### src/rtl/rr_arbiter4.sv
// Four-requester arbiter with fixed-priority or round-robin selection,
// per-grant hold limit with forced release, and fully registered outputs.
module rr_arbiter4 #(
  parameter int unsigned MAX_HOLD = 15
) (
  input  logic       clk,
  input  logic       rst_n,
  input  logic [3:0] req,
  input  logic       mode,
  input  logic       done,
  output logic [3:0] grant,
  output logic [1:0] gnt_id,
  output logic       valid,
  output logic       timeout
);

  typedef enum logic {IDLE, BUSY} state_t;

  localparam logic [3:0] HOLD_LIM = 4'(MAX_HOLD - 1);

  state_t     state, state_nx;
  logic [3:0] grant_nx;
  logic [1:0] gnt_id_nx;
  logic       valid_nx;
  logic       timeout_nx;
  logic [3:0] hold, hold_nx;
  logic [1:0] last, last_nx;
  logic [1:0] win_fixed, win_rr, win;
  logic       rr_found;

  // Fixed priority: the last asserted bit scanned upward wins, i.e. the highest index.
  always_comb begin
    win_fixed = '0;
    for (int unsigned i = 0; i < 4; i++)
      if (req[i]) win_fixed = 2'(i);
  end

  // Round-robin: scan last+1 .. last+4 (mod 4); the final step revisits last itself.
  always_comb begin
    logic [1:0] cand;
    win_rr   = last;
    rr_found = 1'b0;
    cand     = '0;
    for (int unsigned k = 1; k <= 4; k++) begin
      cand = last + 2'(k);
      if (!rr_found && req[cand]) begin
        win_rr   = cand;
        rr_found = 1'b1;
      end
    end
  end

  assign win = mode ? win_rr : win_fixed;

  always_comb begin
    state_nx   = state;
    grant_nx   = grant;
    gnt_id_nx  = gnt_id;
    valid_nx   = valid;
    timeout_nx = 1'b0;
    hold_nx    = hold;
    last_nx    = last;
    case (state)
      IDLE: begin
        if (|req) begin
          state_nx  = BUSY;
          grant_nx  = 4'b0001 << win;
          gnt_id_nx = win;
          valid_nx  = 1'b1;
          hold_nx   = '0;
          last_nx   = win;
        end else begin
          grant_nx  = '0;
          gnt_id_nx = '0;
          valid_nx  = 1'b0;
        end
      end
      BUSY: begin
        if (done || !req[gnt_id] || (hold == HOLD_LIM)) begin
          state_nx   = IDLE;
          grant_nx   = '0;
          gnt_id_nx  = '0;
          valid_nx   = 1'b0;
          // Forced release only when the hold limit alone ends the grant.
          timeout_nx = !done && req[gnt_id];
        end else if (hold != 4'hF) begin
          hold_nx = hold + 4'd1;
        end
      end
      default: state_nx = IDLE;
    endcase
  end

  always_ff @(posedge clk or negedge rst_n) begin
    if (!rst_n) begin
      state   <= IDLE;
      grant   <= '0;
      gnt_id  <= '0;
      valid   <= 1'b0;
      timeout <= 1'b0;
      hold    <= '0;
      last    <= 2'd3;
    end else begin
      state   <= state_nx;
      grant   <= grant_nx;
      gnt_id  <= gnt_id_nx;
      valid   <= valid_nx;
      timeout <= timeout_nx;
      hold    <= hold_nx;
      last    <= last_nx;
    end
  end

endmodule

### config.mk
export PLATFORM = sky130hd
export DESIGN_NAME = rr_arbiter4
export DESIGN_NICKNAME = d
export VERILOG_FILES = /design/src/rtl/rr_arbiter4.sv
export SDC_FILE = /design/constraint.sdc
export NUM_CORES = 1
export LEC_CHECK = 0
export CAP_MARGIN = 20
export CORE_MARGIN = 2
export CORE_UTILIZATION = 49
export CTS_CLUSTER_SIZE = 25
export DETAILED_ROUTE_END_ITERATION = 16
export GPL_ROUTABILITY_DRIVEN = 0
export PLACE_DENSITY = 0.76
export SLEW_MARGIN = 20
export SYNTH_ARGS = -nofsm -noshare
export SYNTH_HDL_FRONTEND = slang
export SYNTH_SLANG_ARGS = --single-unit
export TNS_END_PERCENT = 5
### constraint.sdc
create_clock -name clk -period 1.9 [get_ports clk]
set_input_delay 0.19 -clock clk [delete_from_list [all_inputs] [get_ports clk]]
set_output_delay 0.19 -clock clk [all_outputs]
set_load 0.05 [all_outputs]
After elaboration in Yosys (flattened, before gate mapping)

Cells that the tools add are included.

Register bits: 15
Input bits: 8
Output and inout bits: 8

Add/sub/neg operators: 4
Order comparisons: 5
Equal/unequal tests: 6
Shift operators: 1
Mux-type cells: 38
Bitwise logic cells: 1
Reductions and logical operators: 14

Operators with widths:

| kind                                                                    | count |
|---|---|
| 4-bit two-way mux                                                       | 5 |
| 2-bit two-way mux                                                       | 9 |
| 4-bit one-hot mux with 2 select lines                                   | 2 |
| 2-bit by 3-bit < comparator with 1-bit output, second input constant    | 5 |
| 1-bit two-way mux                                                       | 14 |
| 1-bit binary-select mux with 2-bit select                               | 5 |
| 1-bit zero test                                                         | 5 |
| 2-bit adder, second input constant                                      | 2 |
| 4-bit by 1-bit adder with 4-bit output, second input constant           | 1 |
| 4-bit == test, second input constant                                    | 1 |
| 1-bit logical AND                                                       | 4 |
| 2-bit by 1-bit inequality test with 1-bit output, second input constant | 2 |
| 2-bit inequality test, second input constant                            | 2 |
| 4-bit inequality test, second input constant                            | 1 |
| 1-bit one-hot mux with 2 select lines                                   | 2 |
| 2-bit one-hot mux with 2 select lines                                   | 1 |
| 4-bit OR reduction                                                      | 1 |
| 1-bit by 2-bit << shifter with 4-bit output, first input constant       | 1 |
| 3-bit AND reduction                                                     | 1 |
| 2-bit by 1-bit adder with 2-bit output, second input constant           | 1 |
| 1-bit logical OR                                                        | 2 |
| 2-bit AND reduction                                                     | 1 |
| 1-bit NOT                                                               | 1 |

Depth between registers and ports, before layout

Gate-level depths: netlist of run 1.

Word-level depth: 17
Mapped depth: 7
Mapped depth without buffers: 6

Worst setup path after synthesis of run 1

No wires, ideal clock.

Path kind: register to register
Start: register gnt_id[1]
End: register gnt_id[0]
Setup time: 0.121 ns
Arrival time: 1.882 ns
Required time: 1.779 ns
Setup slack: -0.103 ns
Cell stages (with the launch flop): 6
Buffers on the path: 1
Cells stage by stage: dfrtp_1 -> mux4_1 -> nor3b_4 -> and2_4 -> buf_6 -> a22o_1

Cells in the longest elaborated chain, start to end: 6

RTL lines:

| what                                                       | RTL line | RTL |
|---|---|---|
| from (decl)                                                | 12       | `output logic [1:0] gnt_id,` |
| from (signal assigned)                                     | 106      | `gnt_id <= gnt_id_nx;` |
| 1-bit binary-select mux with 2-bit select                  | 79       | `if (done \|\| !req[gnt_id] \|\| (hold == HOLD_LIM)) begin` |
| 1-bit two-way mux (not written as such)                    | 79       |  |
| 1-bit zero test                                            | 79       |  |
| 1-bit logical OR (2 in a row)                              | 79       |  |
| 2-bit by 1-bit inequality test with 1-bit output (no line) | --       |  |

No other way between the ends. The select of a mux whose other input is x is not followed.
A chain may end at the register's enable or synchronous reset.

Final worst setup path of run 1

Start: register gnt_id[0]
End: output gnt_id[0]

No word-level cell between the ends.

==> metrics.yaml, run 1 <==
power:
  pwr-share-seq_pct: 37.8
  p_per_area_nw_per_um2: 1430
  switching_share_pct: 44.7
  p_clk_share_pct: 12.1
  p_int_w: 0.000823
  p_leak_nw: 0.455
  p_sw_w: 0.000665
  peakVddDrop_v: 0.000947
  comb_power_share_pct: 50.1
clock_tree:
  cts_buffers: 3
  cts_max_path_buffers: 2
  post_cts_buffers: 0
  clock-sinks: 15
  holdBufCountCts: 0
  htreeDepth: 1
  clk_latency_ns: 0.28
  cts_root_buf: "clkbuf_4"
  ctsResizeCount: 0
  clk_pin_slew_ns: 0.09
  cts_tree: "built"
routing:
  firstDrtPassIters: 4
  avgRoutedWirePerCell_um: 14.4
  vias_per_cell: 5.91
  drtAntennaViolNets: 0
  wirelength_mm: 1.68
  drc: 0
  drt_iter0_drc: 12
  vias: 692
setup_path:
  crit_fanout: 3
  crit_path_end: "gnt_id[0]"
  cpMaxStageDelayCell: "clkdlybuf4s50_1"
  rr_worst_depth: 4
  worst-path-stages: 1
  end_kind: "primary output"
  path_cells: "clkdlybuf4s50_1"
  rrSetupSlack_ns: 0.24
  setup.worst_path.start_class: "register"
  crit_start: "gnt_id[0]"
  critPathArrivalTime_ns: 1.51
  cp.buffers_inverters: 1
  r2r_start: "gnt_id[1]"
  worstPathRequired_ns: 1.71
  worstReg2RegEnd: "grant[3]"
  max_stage_delay_ns: 0.82
  critPathKind: "reg2out"
  crit_family: "buffers and inverters"
synthesis:
  syn-num-nets: 89
  yosysWarnings: 0
  netlist_top_cells_area: "dfrtp_1 (40%), dfstp_2 (6.4%), nand2_1 (5.5%)"
  synth_cells: 79
  synthFlopType: "dfrtp_1"
  synth_edf_count: 0
  syn_area_um2: 818
  synth_top_area_cell: "dfrtp_1"
  synthArstFlopShare_pct: 100
  yosysSeqAreaShare_pct: 46.2
  synth_top_cell_area_share_pct: 39.8
  postSynthAreaPerCell_um2: 10.4
  ys_seq_elements: 15
  synth_cell_type_count: 35
timing:
  hold_viol_final: 0
  slew_headroom_pct: 56.2
  timing.fmax_mhz: 589
  tightest_slew_ns: 0.655
  clock_skew_ns: 0.00121
  rsz0062_at_grt: "no"
  setup_viol: 0
  fin_crit_ns: 1.70
  maxSlewViolCount: 0
  fin_setup_tns_ns: 0
  finalCritPeriodShare_pct: 89.3
global_routing:
  grt_max_degree: 16
  grt_pass1_vias: 624
  gr-total-overflow: 0
  grt_pass1_wl_mm: 2.79
  grt_usage_pct: 19.4
  antenna_found_initial: 0
floorplan:
  rows: 14
  initial_core_util_pct: 53.1
  die_w_um: 44.9
  io_pins: 16
  fp.dieH_um: 44.9
  die-area_um2: 2010
  core_um2: 1540
layout:
  fin_area_um2: 1040
  layout-drive-gt1-share_pct: 16.8
  layout_commonest_cell: "clkdlybuf4s50_1"
  diodes: 0
  syn2layout_area_growth_pct: 27.1
  layout_common_cells: "clkdlybuf4s50_1 (15), nand2_1 (12), dfrtp_1 (12)"
  layoutNonFillerInstCount: 117
  nets: 112
  num-fill-cells: 135
place:
  place_area_um2: 1010
  port_buffers: 15
  place_inst: 113
  dp_hpwl_mm: 1.21
status:
  status: "finished, final reports clean"
hold_path:
  hold_class: "in2async"
job:
  drv_cap: 0
## power groups by stage
stage / Clock [W] / Combinational, W / Sequential, W
floorplan: 0 / 0.000330 / 0.000751
global placement: 0 / 0.000735 / 0.000563
detailed placement: 0 / 0.000742 / 0.000566
CTS: 0.000188 / 0.000746 / 0.000562
global route: 0.000202 / 0.000794 / 0.000580
finish: 0.000181 / 0.000745 / 0.000562
## cells by family after synthesis
group	Yosys count	synth area share [%]
AND/OR/NAND/NOR	37	25.4
buffers and inverters	5	3.21
flip-flops	15	46.2
multiplexers	3	5.81
adder cells (fa/ha/maj)	2	3.06
AO/OA/AOI/OAI	17	16.4
## cell usage after synthesis (all sizes together) (3+ instances only)
| master | number |
|---|---|
| inv | 3 |
| nand3 | 5 |
| nor2 | 4 |
| or2 | 3 |
| dfrtp | 13 |
| nand3b | 3 |
| a22o | 3 |
| o21ai | 3 |
| nand2 | 12 |
## how the worst min path moves through the flow
| stage | from | end | depth (start not counted) |
|---|---|---|---|
| after floorplan | rst_n | gnt_id[0] | 0 |
| after global placement | valid | valid | 2 |
| after detailed placement | grant[0] | grant[0] | 2 |
| after CTS | rst_n | hold[0] | 1 |
| after global routing | rst_n | hold[1] | 1 |
| final | rst_n | hold[0] | 1 |
## metrics by stage
step | setup slack, ns | utilization [%] | hold WS, ns | total power [W]
detailed placement | 0.0134 | 65.7 | 0.480 | 0.00131
global route | 0.147 | 67.5 | 0.356 | 0.00158
finish | 0.202 | 67.5 | 0.306 | 0.00149
CTS | 0.190 | 67.5 | 0.318 | 0.00150
floorplan | 0.0409 | - | -0.106 | 0.00108
global placement | 0.0531 | 65.7 | 0.467 | 0.00130
## cell type report
| type | instances | area, µm² | area share (%) |
|---|---|---|---|
| clock buffers | 3 | 22.5 | 2.17 |
| repair buffers | 20 | 188 | 18.1 |
| inverters | 3 | 11.3 | 1.08 |
| clock inverters | 1 | 5.00 | 0.481 |
| well taps | 16 | 20.0 | 1.93 |
| multi-input cells | 59 | 414 | 39.8 |
| flip-flops and latches | 15 | 379 | 36.5 |
## flip-flops by register name, summed over array words and instances (netlist names)
register,cells
gnt_id,2
grant,4
hold,4
last,2
state,1
timeout,1
valid,1
## layer usage
metal | up-vias | GRT usage [%] | wire [µm]
met5 | - | 0 | 0
met4 | 0 | 10.0 | 34
met3 | 6 | 4.00 | 85
met2 | 21 | 29.6 | 766
met1 | 329 | 26.2 | 795
li1 | 336 | - | -
## worst reg2reg max path, cell delays in order, from the launching register on
cell	delay (ns)
dfrtp_2	0.40
mux4_1	0.55
nor3b_4	0.18
and2_4	0.19
a22o_1	0.24
Note: power is estimated with default switching activity, not from simulation.
==> inputs of run 2 (changes only) <==
--- a/config.mk
+++ b/config.mk
@@ -7,11 +7,10 @@
 export LEC_CHECK = 0
 export CAP_MARGIN = 20
 export CORE_MARGIN = 2
-export CORE_UTILIZATION = 49
-export CTS_CLUSTER_SIZE = 25
+export CORE_UTILIZATION = 30
+export CTS_CLUSTER_SIZE = 20
 export DETAILED_ROUTE_END_ITERATION = 16
 export GPL_ROUTABILITY_DRIVEN = 0
-export PLACE_DENSITY = 0.76
 export SLEW_MARGIN = 20
 export SYNTH_ARGS = -nofsm -noshare
 export SYNTH_HDL_FRONTEND = slang
==> metrics.yaml, run 2 (synthesis results as in run 1) <==
setup_path:
  rrSetupSlack_ns: 0.19
  worstReg2RegEnd: "grant[3]"
  crit_fanout: 3
  critPathKind: "reg2out"
  r2r_start: "gnt_id[1]"
  critPathArrivalTime_ns: 1.54
  cpMaxStageDelayCell: "clkdlybuf4s50_1"
  rr_worst_depth: 4
  end_kind: "primary output"
  max_stage_delay_ns: 0.84
  worstPathRequired_ns: 1.71
  path_cells: "clkdlybuf4s50_1"
  crit_family: "buffers and inverters"
  setup.worst_path.start_class: "register"
  cp.buffers_inverters: 1
routing:
  firstDrtPassIters: 4
  avgRoutedWirePerCell_um: 13.7
  vias_per_cell: 5.17
  wirelength_mm: 1.80
  drc: 0
  vias: 677
  drtAntennaViolNets: 0
  drt_iter0_drc: 9
layout:
  num-fill-cells: 256
  layoutNonFillerInstCount: 131
  fin_util_pct: 41.9
  layout_common_cells: "clkdlybuf4s50_1 (15), nand2_1 (12), dfrtp_1 (12)"
  layout-drive-gt1-share_pct: 15.8
  layout_commonest_cell: "clkdlybuf4s50_1"
  reg_top3: "grant: 4 flops, hold: 4 flops"
  multi_input_area_um2: 414
  diodes: 0
  register_area_um2: 379
  syn2layout_area_growth_pct: 29.1
  nets: 112
timing:
  slew_headroom_pct: 66.7
  timing.fmax_mhz: 579
  rsz0062_at_grt: "no"
  whs_ns: 0.171
  fin_setup_tns_ns: 0
  maxSlewViolCount: 0
  clock_skew_ns: 0.00348
  fin_crit_ns: 1.73
  setup_viol: 0
  hold_viol_final: 0
  tightest_slew_ns: 0.499
  finalCritPeriodShare_pct: 91.0
power:
  switching_share_pct: 44.7
  p_clk_share_pct: 12.0
  p_leak_nw: 0.452
  comb_power_share_pct: 50.0
  peakVddDrop_v: 0.000999
  p_int_w: 0.000826
  pwr-share-seq_pct: 37.9
  p_sw_w: 0.000667
  p_per_area_nw_per_um2: 1410
clock_tree:
  clk_latency_ns: 0.28
  holdBufCountCts: 0
  cts_root_buf: "clkbuf_4"
  cts_max_path_buffers: 2
  clk_pin_slew_ns: 0.09
  htreeDepth: 1
  ctsResizeCount: 0
  clock-sinks: 15
  post_cts_buffers: 0
  cts_buffers: 3
  cts_tree: "built"
place:
  dp_hpwl_mm: 1.40
  place_inst: 127
  port_buffers: 15
floorplan:
  io_pins: 16
  die_w_um: 56.2
  initial_core_util_pct: 32.4
  core_um2: 2520
  rows: 18
  fp.dieH_um: 56.2
  die-area_um2: 3160
status:
  status: "finished, final reports clean"
job:
  drv_cap: 0
global_routing:
  grt_usage_pct: 12.4
  grt_max_degree: 9
  grt_pass1_vias: 693
  gr-total-overflow: 0
  antenna_found_initial: 0
  grt_pass1_wl_mm: 3.11
hold_path:
  hold_class: "in2async"
## run 2: per-layer routing
metal | up-vias | global-route usage, % | wire length, µm
li1 | 333 | - | -
met1 | 326 | 14.9 | 800
met2 | 16 | 21.2 | 884
met3 | 2 | 3.72 | 103
met4 | 0 | 4.08 | 7
met5 | - | 0 | 0
## run 2: how the worst max path moves through the flow
stage	startpoint	to	slack, ns	cells after the start
finish	gnt_id[0]	gnt_id[0]	0.17	1
global route	gnt_id[0]	gnt_id[0]	0.12	1
CTS	gnt_id[0]	gnt_id[0]	0.15	1
detailed placement	req[0]	grant[3]	-0.007	5
global placement	req[0]	grant[3]	0.02	5
floorplan	gnt_id[1]	gnt_id[0]	0.04	5
## run 2: through the flow
step / total power, W / cell area, µm² / worst slack [ns]
2_1_floorplan: 0.00108 / 820 / 0.0409
3_3_place_gp: 0.00132 / 1030 / 0.0196
3_5_place_dp: 0.00133 / 1030 / -0.00698
4_1_cts: 0.00151 / 1060 / 0.152
5_1_grt: 0.00159 / 1060 / 0.117
6_report: 0.00149 / 1060 / 0.172
## run 2: area by class of cell
cell class / count / share of cell area (%)
well taps: 30 / 3.55
inverters: 3 / 1.07
multi-input cells: 59 / 39.2
repair buffers: 20 / 17.8
clock buffers: 4 / 2.49
flip-flops and latches: 15 / 35.9
## run 2: power by group through the flow
stage          clock network, W  registers (W)  logic, W
4_1_cts                0.000189       0.000569  0.000755
2_1_floorplan                 0       0.000751  0.000330
3_3_place_gp                  0       0.000569  0.000746
3_5_place_dp                  0       0.000573  0.000752
5_1_grt                0.000207       0.000584  0.000804
6_report               0.000180       0.000566  0.000747
==> inputs of run 3 (changes only) <==
--- a/config.mk
+++ b/config.mk
@@ -11,6 +11,7 @@
 export CTS_CLUSTER_SIZE = 20
 export DETAILED_ROUTE_END_ITERATION = 16
 export GPL_ROUTABILITY_DRIVEN = 0
+export SKIP_CTS_REPAIR_TIMING = 1
 export SLEW_MARGIN = 20
 export SYNTH_ARGS = -nofsm -noshare
 export SYNTH_HDL_FRONTEND = slang
==> constraint.sdc (replaced) <==
create_clock -name clk -period 1.6 [get_ports clk]
set_input_delay 0.16 -clock clk [delete_from_list [all_inputs] [get_ports clk]]
set_output_delay 0.16 -clock clk [all_outputs]
set_load 0.05 [all_outputs]
==> metrics.yaml, run 3 (synthesis results as in run 1) <==
timing:
  setup_viol: 0
  slew_headroom_pct: 66.2
  tightest_slew_ns: 0.505
  timing.fmax_mhz: 632
  setup_slack_ns: 0.0166
  rsz0062_at_grt: "yes"
  finalCritPeriodShare_pct: 99.0
  maxSlewViolCount: 0
  clock_skew_ns: 0.00541
  hold_viol_final: 0
  whs_ns: 0.177
  fin_crit_ns: 1.58
setup_path:
  crit_fanout: 6
  worstPathRequired_ns: 1.75
  rrSetupSlack_ns: 0.02
  crit_family: "simple AND/OR/NAND/NOR gates"
  critPathKind: "reg2reg"
  end_kind: "register"
  max_stage_delay_ns: 0.43
  path_cells: "mux4_2 > nor3b_4 > nand4_1 > mux2i_1 > nor2_1"
  rr_worst_depth: 5
  cpMaxStageDelayCell: "dfrtp_2"
  cp.buffers_inverters: 0
  r2r_start: "gnt_id[1]"
  worstReg2RegEnd: "hold[3]"
  critPathArrivalTime_ns: 1.74
  setup.worst_path.start_class: "register"
global_routing:
  grt_pass1_wl_mm: 3.03
  grt_max_degree: 16
  gr-total-overflow: 0
  antenna_found_initial: 0
  grt_pass1_vias: 661
  grt_usage_pct: 12.3
floorplan:
  core_um2: 2520
  fp.dieH_um: 56.2
  initial_core_util_pct: 32.4
  io_pins: 16
  rows: 18
  die_w_um: 56.2
  die-area_um2: 3160
routing:
  avgRoutedWirePerCell_um: 12.9
  drc: 0
  wirelength_mm: 1.73
  drtAntennaViolNets: 0
  vias_per_cell: 5.22
  vias: 699
  drt_iter0_drc: 26
  firstDrtPassIters: 4
layout:
  layout-drive-gt1-share_pct: 28.8
  syn2layout_area_growth_pct: 31.3
  fin_area_um2: 1070
  diodes: 0
  layout_commonest_cell: "buf_4"
  layout_common_cells: "buf_4 (16), nand2_1 (12), dfrtp_1 (12)"
  reg_top3: "grant: 4 flops, hold: 4 flops"
  fin_util_pct: 42.6
  nets: 115
clock_tree:
  cts_buffers: 3
  clk_pin_slew_ns: 0.09
  clock-sinks: 15
  htreeDepth: 1
  cts_tree: "built"
  cts_max_path_buffers: 2
  clk_latency_ns: 0.28
  cts_root_buf: "clkbuf_4"
power:
  peakVddDrop_v: 0.000891
  p_total_w: 0.00182
  p_per_area_nw_per_um2: 1690
  p_leak_nw: 0.482
place:
  dp_hpwl_mm: 1.29
  port_buffers: 15
  post-place-ws_ns: -0.240
  place_area_um2: 1030
job:
  drv_cap: 0
hold_path:
  hold_class: "in2async"
status:
  status: "finished, final reports clean"
[run 3: final cells by class]
type                       instances  area (µm²)
timing repair buffer              23         190
inverter                           3        11.3
tap                               30        37.5
multi-input combinational         59         430
fill                             258        1450
sequential                        15         379
clock buffer                       4        26.3
[run 3: layer usage]
layer | part of all wire, % | vias up | global-route usage (%)
li1 | - | 336 | -
met1 | 48 | 337 | 16.7
met3 | 5.7 | 2 | 2.56
met4 | 0.99 | 0 | 5.10
met2 | 46 | 24 | 19.0
met5 | 0 | - | 0
[run 3: worst max path at each step]
stage,slack (ns),start,depth (start not counted),to
after floorplan,-0.20,gnt_id[1],5,gnt_id[0]
after detailed placement,-0.24,req[3],5,grant[3]
after global routing,-0.08,gnt_id[1],5,hold[3]
final,0.02,gnt_id[1],5,hold[3]
after global placement,-0.23,req[3],5,grant[3]
after CTS,-0.02,gnt_id[1],4,hold[1]
[run 3: per-stage QoR]
step	setup TNS (ns)	std cells
after floorplan	-1.28	79
after global placement	-2.32	130
after detailed placement	-2.67	130
after CTS	-0.0321	134
after global routing	-0.171	134
final	0	134
[run 3: where the power goes]
part           switching [W]  total [W]  internal [W]
Combinational       0.000556   0.000932      0.000376
Sequential          0.000133   0.000663      0.000530
Clock               0.000123   0.000220     0.0000969
